<file path="config.mk">
export PLATFORM = sky130hd
export DESIGN_NAME = mem_trace_unit
export DESIGN_NICKNAME = d
export VERILOG_FILES = /design/src/rtl/trace_pkg.sv /design/src/rtl/trace_fifo.sv /design/src/rtl/mem_trace_unit.sv
export SDC_FILE = /design/constraint.sdc
export NUM_CORES = 1
export LEC_CHECK = 0
export ABC_CLOCK_PERIOD_IN_PS = 23600
export CAP_MARGIN = 10
export CORE_MARGIN = 10
export CORE_UTILIZATION = 40
export DETAILED_ROUTE_END_ITERATION = 12
export SLEW_MARGIN = 40
export SYNTH_ARGS = -nofsm -noshare
export SYNTH_HDL_FRONTEND = slang
export SYNTH_SLANG_ARGS = --single-unit
</file>
<file path="constraint.sdc">
create_clock -name clk -period 23.6 [get_ports clk]
set_clock_uncertainty 0.1 [all_clocks]
set_input_delay 4.72 -clock clk [delete_from_list [all_inputs] [get_ports clk]]
set_output_delay 4.72 -clock clk [all_outputs]
set_load 0.005 [all_outputs]
</file>
<file path="src/rtl/trace_pkg.sv">
// Shared types for the store-trace monitor.
// MEM_TRACE_CYCLE_EN adds a cycle stamp to each record.
package trace_pkg;

  localparam int ADDR_W = 32;
  localparam int CYC_W  = 32;

  typedef enum logic [1:0] {
    RUN,
    DRAIN,
    DONE
  } trace_state_e;

  typedef struct packed {
    logic [ADDR_W-1:0] addr;
    logic [ADDR_W-1:0] data;
`ifdef MEM_TRACE_CYCLE_EN
    logic [CYC_W-1:0]  cycle;
`endif
  } trace_entry_t;

endpackage

</file>
<file path="src/rtl/trace_fifo.sv">
// First-word-fall-through record FIFO.
// Pointers carry one extra wrap bit so full and empty differ.
module trace_fifo
  import trace_pkg::*;
#(
  parameter int  DEPTH   = 16,
  parameter type entry_t = trace_entry_t
) (
  input  logic   clk,
  input  logic   reset,
  input  logic   push,
  input  logic   pop,
  input  entry_t wdata,
  output entry_t head,
  output logic   full,
  output logic   empty
);

  localparam int AW = $clog2(DEPTH);

  entry_t        mem [DEPTH];
  logic [AW:0]   wr_ptr;
  logic [AW:0]   rd_ptr;

  always_ff @(posedge clk or negedge reset) begin
    if (!reset) begin
      wr_ptr <= '0;
      rd_ptr <= '0;
    end else begin
      if (push) wr_ptr <= wr_ptr + 1'b1;
      if (pop)  rd_ptr <= rd_ptr + 1'b1;
    end
  end

  always_ff @(posedge clk) begin
    if (push) mem[wr_ptr[AW-1:0]] <= wdata;
  end

  assign head  = mem[rd_ptr[AW-1:0]];
  assign empty = (wr_ptr == rd_ptr);
  assign full  = (wr_ptr[AW] != rd_ptr[AW]) &&
                 (wr_ptr[AW-1:0] == rd_ptr[AW-1:0]);

endmodule

</file>
<file path="src/rtl/mem_trace_unit.sv">
// Data-memory store tracer with cycle/instruction counters.
// Define MEM_TRACE_CYCLE_EN to stamp records and expose trace_cycle.
module mem_trace_unit
  import trace_pkg::*;
#(
  parameter int DEPTH = 16,
  parameter int CNT_W = CYC_W
) (
  input  logic              clk,
  input  logic              reset,
  input  logic [ADDR_W-1:0] pc,
  input  logic              memwrite,
  input  logic [ADDR_W-1:0] aluout,
  input  logic [ADDR_W-1:0] writedata,
  input  logic              stallD,
  input  logic              flushD,
  input  logic [ADDR_W-1:0] finish_pc,
  output logic              trace_valid,
  input  logic              trace_ready,
  output logic [ADDR_W-1:0] trace_addr,
  output logic [ADDR_W-1:0] trace_data,
`ifdef MEM_TRACE_CYCLE_EN
  output logic [CNT_W-1:0]  trace_cycle,
`endif
  output logic [CNT_W-1:0]  cycle_count,
  output logic [CNT_W-1:0]  instr_count,
  output logic              done,
  output logic              overflow,
  output logic              core_hold
);

  typedef struct packed {
    logic [ADDR_W-1:0] addr;
    logic [ADDR_W-1:0] data;
`ifdef MEM_TRACE_CYCLE_EN
    logic [CNT_W-1:0]  cycle;
`endif
  } entry_t;

  trace_state_e state;
  trace_state_e state_nxt;

  entry_t wentry;
  entry_t head;
  logic   full;
  logic   empty;
  logic   at_finish;
  logic   active;
  logic   store;
  logic   pop;
  logic   push;
  logic   drop;

  assign at_finish = (pc == finish_pc);
  assign active    = (state == RUN) && !at_finish;
  assign store     = active && memwrite;
  assign pop       = !empty && trace_ready;
  // a full FIFO still takes a store when its head leaves on the same edge
  assign push      = store && (!full || pop);
  assign drop      = store && full && !pop;

  always_comb begin
    wentry      = '0;
    wentry.addr = aluout;
    wentry.data = writedata;
`ifdef MEM_TRACE_CYCLE_EN
    wentry.cycle = cycle_count + 1'b1;
`endif
  end

  trace_fifo #(
    .DEPTH   (DEPTH),
    .entry_t (entry_t)
  ) u_fifo (
    .clk   (clk),
    .reset (reset),
    .push  (push),
    .pop   (pop),
    .wdata (wentry),
    .head  (head),
    .full  (full),
    .empty (empty)
  );

  always_ff @(posedge clk or negedge reset) begin
    if (!reset) begin
      state       <= RUN;
      cycle_count <= '0;
      instr_count <= '0;
      overflow    <= 1'b0;
    end else begin
      state <= state_nxt;
      if (active) begin
        cycle_count <= cycle_count + 1'b1;
        if (!stallD && !flushD) instr_count <= instr_count + 1'b1;
      end
      if (drop) overflow <= 1'b1;
    end
  end

  always_comb begin
    state_nxt = state;
    unique case (state)
      RUN:     if (at_finish) state_nxt = DRAIN;
      DRAIN:   if (empty)     state_nxt = DONE;
      DONE:    state_nxt = DONE;
      default: state_nxt = RUN;
    endcase
  end

  assign trace_valid = !empty;
  assign trace_addr  = empty ? '0 : head.addr;
  assign trace_data  = empty ? '0 : head.data;
`ifdef MEM_TRACE_CYCLE_EN
  assign trace_cycle = empty ? '0 : head.cycle;
`endif
  assign done        = (state == DONE);
  assign core_hold   = (state != RUN) || at_finish;

endmodule

</file>
; ---- Word level (Yosys, flattened, before mapping)
; Memory sizes are Yosys's and may differ from the RTL's.
; Index checks and enable logic that the tools add are counted.
[word_totals]
ram_bits = 1024
memories = 1
reg_bits = 77
in_bits = 134
[classes]
mux = 7
n_reduce_logical = 20
addsub = 4
n_eq_ne = 8
[memory_table]
columns = name, words, width, read_ports, rd_clocked_by_memory_dff, write_ports, line
row1 = u_fifo.mem, 16, 64, 1, 0, 1, trace_fifo.sv:21  ; entry_t mem [DEPTH];
[ops]
columns = op, count
row1 = "adder 32 x 1 -> 32 bit, second input constant", 2
row2 = two-way mux 32 bit, 2
row3 = equality test 32 bit, 1
row4 = "adder 5 x 1 -> 5 bit, second input constant", 2
row5 = logical AND 1 bit, 8
row6 = logical NOT 1 bit, 6
row7 = case mux 2 bit (3 select lines), 1
row8 = equality test 5 bit, 1
row9 = equality test 4 bit, 1
row10 = two-way mux 2 bit, 2
row11 = "inequality test 2 bit, second input constant", 2
row12 = AND reduction 2 bit, 2
row13 = "equality test 2 x 1 -> 1 bit, second input constant", 1
row14 = "equality test 2 bit, second input constant", 1
row15 = logical NOT 2 bit, 1
row16 = logical OR 1 bit, 2
row17 = two-way mux 1 bit, 2
row18 = nonzero test 2 bit, 1
row19 = inequality test 1 bit, 1

; ---- Logic depth before layout (Yosys ltp)
; Gate-level depths: netlist (run 1).
[logic_depth]
word_depth = 7
ltp_mapped = 8
ltp_nobuf = 7

; ---- Cells and area by module
; From an unflattened synthesis (run 1), not the netlist that was laid out.
[unflattened]
cells_unflattened = 2178
hier_area_um2 = 43747.0
[modules_own_cells]
columns = mod, area_per_inst_um2, cells_each, instances, seq_area_each_um2
row1 = trace_fifo, 39691.8, 1772, 1, 30999.7
row2 = mem_trace_unit, 4055.1, 406, 1, 1676.6

; ---- Worst setup path before layout (run 1)
; Ideal clock, no wire load.
[synth_timing]
path_kind = in2reg
startpoint = input pc[14]
endpoint = memory u_fifo.mem[2][0] in the netlist's numbering, enable pin
slack_ps = 11065
required_time_ps = 22856
setup_time_ps = 644
arrival_ps = 11791
stages = 7
path_cell_list = xor2_1 > nor4_1 > nand4_1 > nor2_1 > or3_1 > clkbuf_1 > nor4_1
[synth_via]
elab_chain_cells = 7
[synth_lines]
columns = element, line
row1 = "start, declared", mem_trace_unit.sv:11  ; input logic [ADDR_W-1:0] pc,
row2 = equality test 32 bit, mem_trace_unit.sv:54  ; assign at_finish = (pc == finish_pc);
row3 = logical NOT 1 bit, mem_trace_unit.sv:55  ; assign active = (state == RUN) && !at_finish;
row4 = logical AND 1 bit, mem_trace_unit.sv:55
row5 = logical AND 1 bit, mem_trace_unit.sv:56  ; assign store = active && memwrite;
row6 = logical AND 1 bit, mem_trace_unit.sv:59  ; assign push = store && (!full || pop);
row7 = two-way mux 1 bit, trace_fifo.sv:36  ; if (push) mem[wr_ptr[AW-1:0]] <= wdata;
row8 = two-way mux 1 bit (implied by the code), trace_fifo.sv:36
row9 = "end, declared", trace_fifo.sv:21
; No other way between the ends.

; ---- Worst setup path in the final report (run 1)
[layout_timing]
startpoint = input finish_pc[15]
endpoint = output core_hold
[layout_via]
elab_chain_cells = 2
[layout_lines]
columns = element, line
row1 = "start, declared", mem_trace_unit.sv:17  ; input logic [ADDR_W-1:0] finish_pc,
row2 = equality test 32 bit, mem_trace_unit.sv:54
row3 = logical OR 1 bit, mem_trace_unit.sv:118  ; assign core_hold = (state != RUN) || at_finish;
row4 = "end, declared", mem_trace_unit.sv:29  ; output logic core_hold
; No other way between the ends.

==> results of run 1 <==
## layer usage
metal  vias up  part of all wire
li1       8724                 -
met1     11210              0.42
met2       769              0.49
met3       142             0.071
met4        16             0.018
met5         -            0.0010
## report_power, final
part / total (mW) / internal (mW) / switching [mW]
clock: 1.72 / 0.998 / 0.722
sequential: 2.14 / 2.13 / 0.00244
combinational: 0.0574 / 0.0255 / 0.0318
## cell families (layout without fill, tap and decap cells)
logic type,count (synthesis),in the layout,synth area share
adders and majority gates,10,10,0.002900
buffers and inverters,105,533,0.01403
muxes,325,325,0.1683
and+or+nand+nor,269,269,0.03523
xor gates and xnor gates,107,107,0.02172
AOI/OAI and AO/OA,3,3,0.0005219
other,0,4,0
DFF,1101,1101,0.7573
## critical path, delay by kind of cell
family / cells / cell delay, ns
xor+xnor: 1 / 0.19
buf+inv: 2 / 1.00
simple gates: 4 / 1.32
## sequential cells by signal (all words and copies together), names as in the netlist
signal	flops
u_fifo.mem	1024
cycle_count	32
instr_count	32
u_fifo.rd_ptr	5
u_fifo.wr_ptr	5
state	2
overflow	1
## worst paths after layout
path                            cells past startpoint                         from                            to  slack [ns]
worst max-delay path                                7                finish_pc[15]                     core_hold       11.54
max in group asynchronous                           1                        reset  u_fifo.rd_ptr[1]$_DFFE_PN0P_       18.87
worst min-delay path                                1  cycle_count[31]$_DFFE_PN0P_   cycle_count[31]$_DFFE_PN0P_        0.38
worst max register to register                      7         state[0]$_DFFE_PN0P_  u_fifo.mem[10][21]$_DFFE_PP_       19.55
min in group asynchronous                           1                        reset   instr_count[11]$_DFFE_PN0P_        3.99
worst min register to register                      1  cycle_count[31]$_DFFE_PN0P_   cycle_count[31]$_DFFE_PN0P_        0.38
## stage by stage
stage                     instances  hold slack [ns]  power, mW  instance area [um^2]  setup WS, ns
after floorplan                1920           0.3602      2.183                 43150         11.07
after global placement         3538           0.3614      2.232                 47450         11.55
after detailed placement       3543           0.3696      2.236                 47640         11.46
after CTS                      3750           0.3772      3.958                 51240         11.44
after global routing           3752           0.3897      4.042                 51270         11.42
final                          3755           0.3752      3.914                 51280         11.54
## final cells by class
class,instances,area (um^2),area share
multi-input combinational,714,9960,0.1942
clock buffer,141,2963,0.05778
clock inverter,66,635.6,0.01240
antenna,4,10.01,0.0001952
tap,1403,1755,0.03424
sequential,1101,32690,0.6376
timing repair buffer,318,3229,0.06298
inverter,8,31.28,0.0006100
## placed cells by master, fill, tap and decap left out, types with 4 or more instances in the layout
cell             count
nor3_1              25
and3_1              14
buf_6               19
ha_1                10
edfxtp_1          1024
nand4_1             25
clkinv_1            27
buf_4               28
xnor2_1             20
nor2_1              12
dfrtp_4              4
clkbuf_1            25
clkbuf_16          113
nor4b_1              5
inv_1                7
clkdlybuf4s50_1    264
and4_1               4
or3_1                7
mux4_2             320
buf_12               4
dfrtp_1             73
and2_1              69
nand3_1             20
xor2_1              87
bufinv_16           10
nand2_1             34
nor3_2              10
mux2_1               4
diode_2              4
clkinv_2            19
nor4_1              30
==> impl_metrics.json, run 1 <==
{
  "holdCritPathClass": "reg2reg",
  "antenna_found_initial": 15,
  "grt_overflow": 0,
  "first_iter_violations": 1747,
  "fill_cells": 8662,
  "grt_pass1_vias": 21890,
  "grt_pass1_wl_mm": 152.1,
  "max-cap-violations": 0,
  "crit_required_ns": 18.78,
  "crit_top_cell": "clkdlybuf4s50_1",
  "dieArea_um2": 121400,
  "power_leakage_nw": 15.88,
  "vias": 20870,
  "power.density_nw_per_um2": 76.34,
  "netlist_instances": 1920,
  "io_pins": 266,
  "finalHoldViolations": 0,
  "ctsResizeCount": 0,
  "yosys_warnings": 0,
  "numCtsBuffers": 111,
  "cts_max_path_buffers": 3,
  "clk_latency_ns": 0.68,
  "async_reset_ff_frac": 0.06994,
  "critPathKind": "in2out",
  "outcome": "complete, no violations",
  "setup_viol": 0,
  "wire_per_inst_um": 27.52,
  "fin_util": 0.4790,
  "cp_cell_sequence": "clkdlybuf4s50_1, xor2_1, nor4_1, nand4_1, or2_1, nand2_1, clkdlybuf4s50_1",
  "drt_wl_total_mm": 103.3,
  "fin_crit_sh": 0.5111,
  "yosysMostFrequentCell": "edfxtp_1",
  "vdd_ir_drop_max_v": 0.00005260,
  "postCtsHoldBufs": 0,
  "use_met2": 0.2762,
  "core_area_um2": 107100,
  "synthTopCellsByArea": "edfxtp_1 (71%), mux4_2 (17%), dfrtp_1 (4.5%)",
  "slew_viol_final": 0,
  "ant_nets": 0,
  "worstPathMaxFanout": 10,
  "clkTransAtPathRegs_ns": 0.06,
  "fmax_mhz": 82.91,
  "place.gp.congestion": 0.7942,
  "synth_ff_type": "edfxtp_1",
  "grt_busiest_layer": "met2",
  "die_x_um": 348.4,
  "use_met3": 0.03827,
  "grt_usage": 0.1685,
  "ys_ff_latch": 1101,
  "synth_edf_count": 1024,
  "syn_nets": 2064,
  "worst_path_largest_cell_delay_ns": 0.53,
  "yosysTopAreaCell": "edfxtp_1",
  "arrival_ns": 7.24,
  "cts_sinks": 1101,
  "post-cts-setup-buffers": 0,
  "rsz0062_at_grt": "false",
  "worst_pin_slew_ns": 0.8574,
  "critPathLaunchType": "input port",
  "nets": 2398,
  "port_buffers": 265,
  "die_y_um": 348.4,
  "seq_area_frac_synth": 0.7573,
  "grt_max_degree": 78,
  "ys_types": 33,
  "maxSlewHeadroom": 0.4284,
  "slowest_stage": "clkdlybuf4s50_1",
  "drive_above_1_share": 0.2351,
  "initial_core_util": 0.4031,
  "grt_use_met1": 0.2293,
  "synthTopCellsByCount": "edfxtp_1 (1024), mux4_2 (320), xor2_1 (87), dfrtp_1 (77), and2_1 (69)",
  "syn_area_per_cell_um2": 22.47,
  "syn_area_um2": 43150,
  "end_kind": "output pin",
  "yosysTopAreaCellShare": 0.7126,
  "placementRows": 120,
  "cts_htree_levels": 3,
  "cts_root_buf": "clkbuf_16",
  "period_needed_ns": 12.06,
  "drt-pass1-iter-count": 5,
  "areaGrowthSynthToFinish_pct": 18.83,
  "cts_tree": "built",
  "viasPerCell": 5.557,
  "hpwl_mm": 56.41,
  "drc": 0,
  "setup-tns-final_ns": 0
}
(Power assumes the default switching activity.)
==> inputs of run 2 (changes only) <==
--- a/config.mk
+++ b/config.mk
@@ -5,7 +5,7 @@
 export SDC_FILE = /design/constraint.sdc
 export NUM_CORES = 1
 export LEC_CHECK = 0
-export ABC_CLOCK_PERIOD_IN_PS = 23600
+export ABC_CLOCK_PERIOD_IN_PS = 11600
 export CAP_MARGIN = 10
 export CORE_MARGIN = 10
 export CORE_UTILIZATION = 40
==> constraint.sdc (replaced) <==
create_clock -name clk -period 11.6 [get_ports clk]
set_clock_uncertainty 0.1 [all_clocks]
set_input_delay 2.32 -clock clk [delete_from_list [all_inputs] [get_ports clk]]
set_output_delay 2.32 -clock clk [all_outputs]
set_load 0.005 [all_outputs]
==> run 2 against run 1 <==
Net effect:
- flip-flop and latch count is the same
- utilization about the same
- sequential power up 100%
- non-clock buffer count is the same
- routed wire length is 0.62% lower
- largest cell class unchanged
- highest routed layer unchanged
==> impl_metrics.json, run 2 (synthesized netlist as in run 1, its figures left out) <==
{
  "outcome": "complete, no violations",
  "max-cap-violations": 0,
  "min_from": "cycle_count[31]$_DFFE_PN0P_",
  "fill_cells": 8690,
  "ctsResizeCount": 0,
  "whs_endpoint": "cycle_count[31]$_DFFE_PN0P_",
  "drt_wl_total_mm": 102.7,
  "nets": 2400,
  "vias": 20710,
  "clk_latency_ns": 0.69,
  "worst_pin_slew_ns": 0.8153,
  "ant_nets": 0,
  "maxSlewHeadroom": 0.4565,
  "regArea_um2": 32690,
  "cp_cell_sequence": "clkdlybuf4s50_1, xor2_1, nor4_1, nand4_1, or2_1, nand2_1, clkdlybuf4s50_1",
  "antenna_found_initial": 13,
  "fin_crit_sh": 0.6233,
  "wire_per_inst_um": 27.36,
  "grt_pass1_vias": 22010,
  "crit_family": "simple AND/OR/NAND/NOR gates",
  "r2r-end": "u_fifo.mem[10][32]$_DFFE_PP_",
  "setup-tns-final_ns": 0,
  "power_frac_comb": 0.015,
  "die_x_um": 348.4,
  "rr_worst_depth": 7,
  "vdd_ir_drop_max_v": 0.0001356,
  "hold_depth": 1,
  "power_leakage_nw": 15.85,
  "grt_overflow": 0,
  "dieArea_um2": 121400,
  "placementRows": 120,
  "p_clk_frac": 0.440,
  "worst_path_largest_cell_delay_ns": 0.54,
  "rsz0062_at_grt": "false",
  "holdCritPathClass": "reg2reg",
  "cts_max_path_buffers": 3,
  "io_pins": 266,
  "r2r_slack_ns": 7.51,
  "crit_buf_inv": 2,
  "core_area_um2": 107100,
  "power_switching_mw": 1.543,
  "slowest_stage": "clkdlybuf4s50_1",
  "grt_usage": 0.1684,
  "worstPathMaxFanout": 10,
  "drc": 0,
  "die_y_um": 348.4,
  "swShare": 0.1936,
  "multi_input_area_um2": 9962,
  "viasPerCell": 5.518,
  "setup_viol": 0,
  "clkTransAtPathRegs_ns": 0.06,
  "slew_viol_final": 0,
  "first_iter_violations": 1791,
  "post-cts-setup-buffers": 0,
  "cts_htree_levels": 3,
  "largest_reg_flops": 1024,
  "grt_pass1_wl_mm": 152.2,
  "initial_core_util": 0.4031,
  "drt-pass1-iter-count": 5,
  "power.density_nw_per_um2": 155.5,
  "grt_max_degree": 92,
  "finalHoldViolations": 0,
  "crit_top_cell": "clkdlybuf4s50_1",
  "crit_required_ns": 9.18,
  "critPathKind": "in2out",
  "cts_tree": "built",
  "areaGrowthSynthToFinish_pct": 18.80,
  "cts_root_buf": "clkbuf_16",
  "hpwl_mm": 55.61,
  "layout_common_cells": "edfxtp_1 (1024), mux4_2 (320), clkdlybuf4s50_1 (264), clkbuf_16 (114), xor2_1 (87)",
  "cts_sinks": 1101,
  "intPower_mw": 6.427,
  "numCtsBuffers": 113,
  "p_seq_frac": 0.545,
  "period_needed_ns": 7.230,
  "arrival_ns": 4.81,
  "critPathLaunchType": "input port",
  "port_buffers": 265,
  "end_kind": "output pin",
  "drive_above_1_share": 0.2316,
  "final_common_cell": "edfxtp_1",
  "place.gp.congestion": 0.7837,
  "r2r_start": "state[0]$_DFFE_PN0P_",
  "postCtsHoldBufs": 0,
  "fmax_mhz": 138.3,
  "fin_util": 0.4789
}
-- run 2: changes by cell type in the layout (fill, tap and decap cells not counted), moves of 2 or more --
cell,delta
clkinv_2,-8
buf_4,+5
buf_6,-5
clkbuf_1,+4
clkbuf_8,-2
clkinv_1,+2
clkinv_16,+2
clkinv_4,-2
-- run 2: routing by layer --
metal	part of all wire	vias up	global-route usage	wire (um)
li1	-	8721	-	-
met3	0.066	145	0.03939	6761
met2	0.49	672	0.2791	50670
met1	0.42	11150	0.2268	43480
met4	0.016	18	0.03501	1672
met5	0.0011	-	0	118
-- run 2: how the worst max path moves through the flow --
stage	depth (start not counted)	to	start	slack, ns
final	7	core_hold	finish_pc[18]	4.37
after global routing	7	core_hold	finish_pc[18]	4.24
after CTS	7	core_hold	finish_pc[18]	4.28
after detailed placement	7	core_hold	finish_pc[18]	4.28
after global placement	7	core_hold	finish_pc[18]	4.34
after floorplan	7	u_fifo.mem[2][0]$_DFFE_PP_	pc[14]	1.47
-- run 2: layout make-up --
| class | count | area share |
|---|---|---|
| Antenna cell | 5 | 0.0002441 |
| Timing Repair Buffer | 318 | 0.06263 |
| Multi-Input combinational cell | 714 | 0.1943 |
| Tap cell | 1403 | 0.03424 |
| Sequential cell | 1101 | 0.6377 |
| Clock inverter | 60 | 0.01220 |
| Inverter | 8 | 0.0006102 |
| Clock buffer | 144 | 0.05804 |
-- run 2: stage by stage --
step / total power, mW / area, um^2 / setup slack (ns) / instances / hold slack, ns
finish: 7.970 / 51260 / 4.370 / 3753 / 0.3834
global placement: 4.540 / 47470 / 4.342 / 3539 / 0.3618
CTS: 8.053 / 51220 / 4.277 / 3747 / 0.3858
floorplan: 4.440 / 43150 / 1.465 / 1920 / 0.3602
detailed placement: 4.548 / 47620 / 4.284 / 3543 / 0.3739
global route: 8.233 / 51250 / 4.236 / 3749 / 0.3991
-- run 2: power groups by stage --
stage | clock, mW | sequential (mW) | combinational (mW)
after floorplan | 0 | 4.43 | 0.0106
after global placement | 0 | 4.43 | 0.110
after detailed placement | 0 | 4.43 | 0.118
after CTS | 3.59 | 4.35 | 0.118
after global routing | 3.76 | 4.35 | 0.128
final | 3.51 | 4.35 | 0.116
==> inputs of run 3 (changes only) <==
--- a/config.mk
+++ b/config.mk
@@ -5,7 +5,7 @@
 export SDC_FILE = /design/constraint.sdc
 export NUM_CORES = 1
 export LEC_CHECK = 0
-export ABC_CLOCK_PERIOD_IN_PS = 11600
+export ABC_CLOCK_PERIOD_IN_PS = 7000
 export CAP_MARGIN = 10
 export CORE_MARGIN = 10
 export CORE_UTILIZATION = 40
==> constraint.sdc (replaced) <==
create_clock -name clk -period 7 [get_ports clk]
set_clock_uncertainty 0.1 [all_clocks]
set_input_delay 1.4 -clock clk [delete_from_list [all_inputs] [get_ports clk]]
set_output_delay 1.4 -clock clk [all_outputs]
set_load 0.005 [all_outputs]
==> run 3 against run 2 <==
Net effect:
- critical path depth unchanged
- largest cell class unchanged
- clock power is 61% higher
- via count is 0.28% higher
- hold slack lost 0.0095 ns
- worst setup slack worse by 2.8 ns
- total power rose by 64%
==> impl_metrics.json, run 3 (synthesized netlist as in run 1, its figures left out) <==
{
  "crit_required_ns": 5.50,
  "min_from": "cycle_count[31]$_DFFE_PN0P_",
  "finalHoldViolations": 0,
  "period_needed_ns": 5.464,
  "grt_pass1_vias": 21950,
  "whs_endpoint": "cycle_count[31]$_DFFE_PN0P_",
  "cts_sinks": 1101,
  "die_x_um": 348.4,
  "max-cap-violations": 0,
  "startpoint": "finish_pc[3]",
  "viasPerCell": 5.553,
  "swShare": 0.1969,
  "fin_crit_sh": 0.7806,
  "fmax_mhz": 183.0,
  "clk_latency_ns": 0.69,
  "setup-tns-final_ns": 0,
  "io_pins": 266,
  "power_switching_mw": 2.569,
  "post-cts-setup-buffers": 0,
  "rsz0062_at_grt": "false",
  "outcome": "complete, no violations",
  "critPathLaunchType": "input port",
  "nets": 2393,
  "p_clk_frac": 0.433,
  "numCtsBuffers": 112,
  "hold_depth": 1,
  "drt-pass1-iter-count": 5,
  "slew_viol_final": 0,
  "grt_pass1_wl_mm": 149.5,
  "vdd_ir_drop_max_v": 0.0002075,
  "core_area_um2": 107100,
  "clkTransAtPathRegs_ns": 0.05,
  "grt_max_degree": 78,
  "cts_root_buf": "clkbuf_16",
  "initial_core_util": 0.4031,
  "intPower_mw": 10.48,
  "r2r_slack_ns": 2.87,
  "dieArea_um2": 121400,
  "end_kind": "output pin",
  "grt_overflow": 0,
  "drc": 0,
  "cts_htree_levels": 3,
  "cts_max_path_buffers": 3,
  "maxSlewHeadroom": 0.4425,
  "placementRows": 120,
  "hpwl_mm": 54.22,
  "port_buffers": 265,
  "setup_viol": 0,
  "vias": 20770,
  "wire_per_inst_um": 27.01,
  "holdCritPathClass": "reg2reg",
  "postCtsHoldBufs": 0,
  "final_common_cell": "edfxtp_1",
  "largest_reg_flops": 1024,
  "drt_wl_total_mm": 101.0,
  "worst_pin_slew_ns": 0.8362,
  "place.gp.congestion": 0.7666,
  "ctsResizeCount": 0,
  "critPathKind": "in2out",
  "r2r_start": "state[0]$_DFFE_PN0P_",
  "grt_usage": 0.1650,
  "first_iter_violations": 1747,
  "r2r-end": "u_fifo.mem[13][18]$_DFFE_PP_",
  "holdWs_ns": 0.3739,
  "arrival_ns": 3.96,
  "power_leakage_nw": 15.92,
  "power.density_nw_per_um2": 254.7,
  "power_frac_comb": 0.015,
  "die_y_um": 348.4,
  "antenna_found_initial": 14,
  "cts_tree": "built",
  "p_total_mw": 13.05,
  "drive_above_1_share": 0.2336,
  "ant_nets": 0,
  "areaGrowthSynthToFinish_pct": 18.71,
  "layout_common_cells": "edfxtp_1 (1024), mux4_2 (320), clkdlybuf4s50_1 (264), clkbuf_16 (113), xor2_1 (87)",
  "p_seq_frac": 0.552,
  "worstPathMaxFanout": 10,
  "rr_worst_depth": 7
}
[run 3: worst max-delay path by stage]
stage                     cells past startpoint                          to  slack (ns)
after floorplan                               6  u_fifo.mem[0][0]$_DFFE_PP_       -1.98
after CTS                                     5              trace_addr[21]        1.45
after detailed placement                      7                   core_hold        1.45
final                                         7                   core_hold        1.54
after global placement                        7                   core_hold        1.52
after global routing                          5              trace_addr[20]        1.40
[run 3: area by class of cell]
class	instances	area [um^2]
fill	8681	55830
timing repair buffer	312	3206
clock buffer	138	2932
multi-input combinational	714	10040
clock inverter	60	561.8
inverter	8	31.28
antenna	4	10.01
tap	1403	1755
sequential	1101	32690
[run 3: power by group through the flow]
stage	combinational (mW)	sequential [mW]	clock [mW]
after global routing	0.216	7.20	6.05
after floorplan	0.0177	7.34	0
final	0.194	7.20	5.65
after CTS	0.198	7.20	5.79
after global placement	0.186	7.34	0
after detailed placement	0.198	7.34	0
[run 3: metrics by stage]
| stage | utilization | cell area (um^2) | worst slack [ns] | std cells |
|---|---|---|---|---|
| global route | 0.4784 | 51220 | 1.402 | 3738 |
| floorplan | - | 43210 | -1.982 | 1920 |
| CTS | 0.4782 | 51190 | 1.445 | 3735 |
| global placement | 0.4448 | 47610 | 1.518 | 3535 |
| finish | 0.4785 | 51220 | 1.536 | 3740 |
| detailed placement | 0.4455 | 47700 | 1.453 | 3537 |
[run 3: metal layers]
layer,vias up,part of all wire,routed length [um],global-route usage
li1,8691,-,-,-
met1,11190,0.43,42930,0.2243
met2,722,0.49,49650,0.2712
met3,148,0.062,6212,0.03429
met4,14,0.021,2109,0.04109
met5,-,0.00093,94,0
[run 3: critical path, cell delays in order]
cell and delay (ns):
clkdlybuf4s50_1 0.43, xor2_1 0.17, nor4_1 0.49, nand4_1 0.27, or2_1 0.43, nand2_1 0.21, clkdlybuf4s50_1 0.54
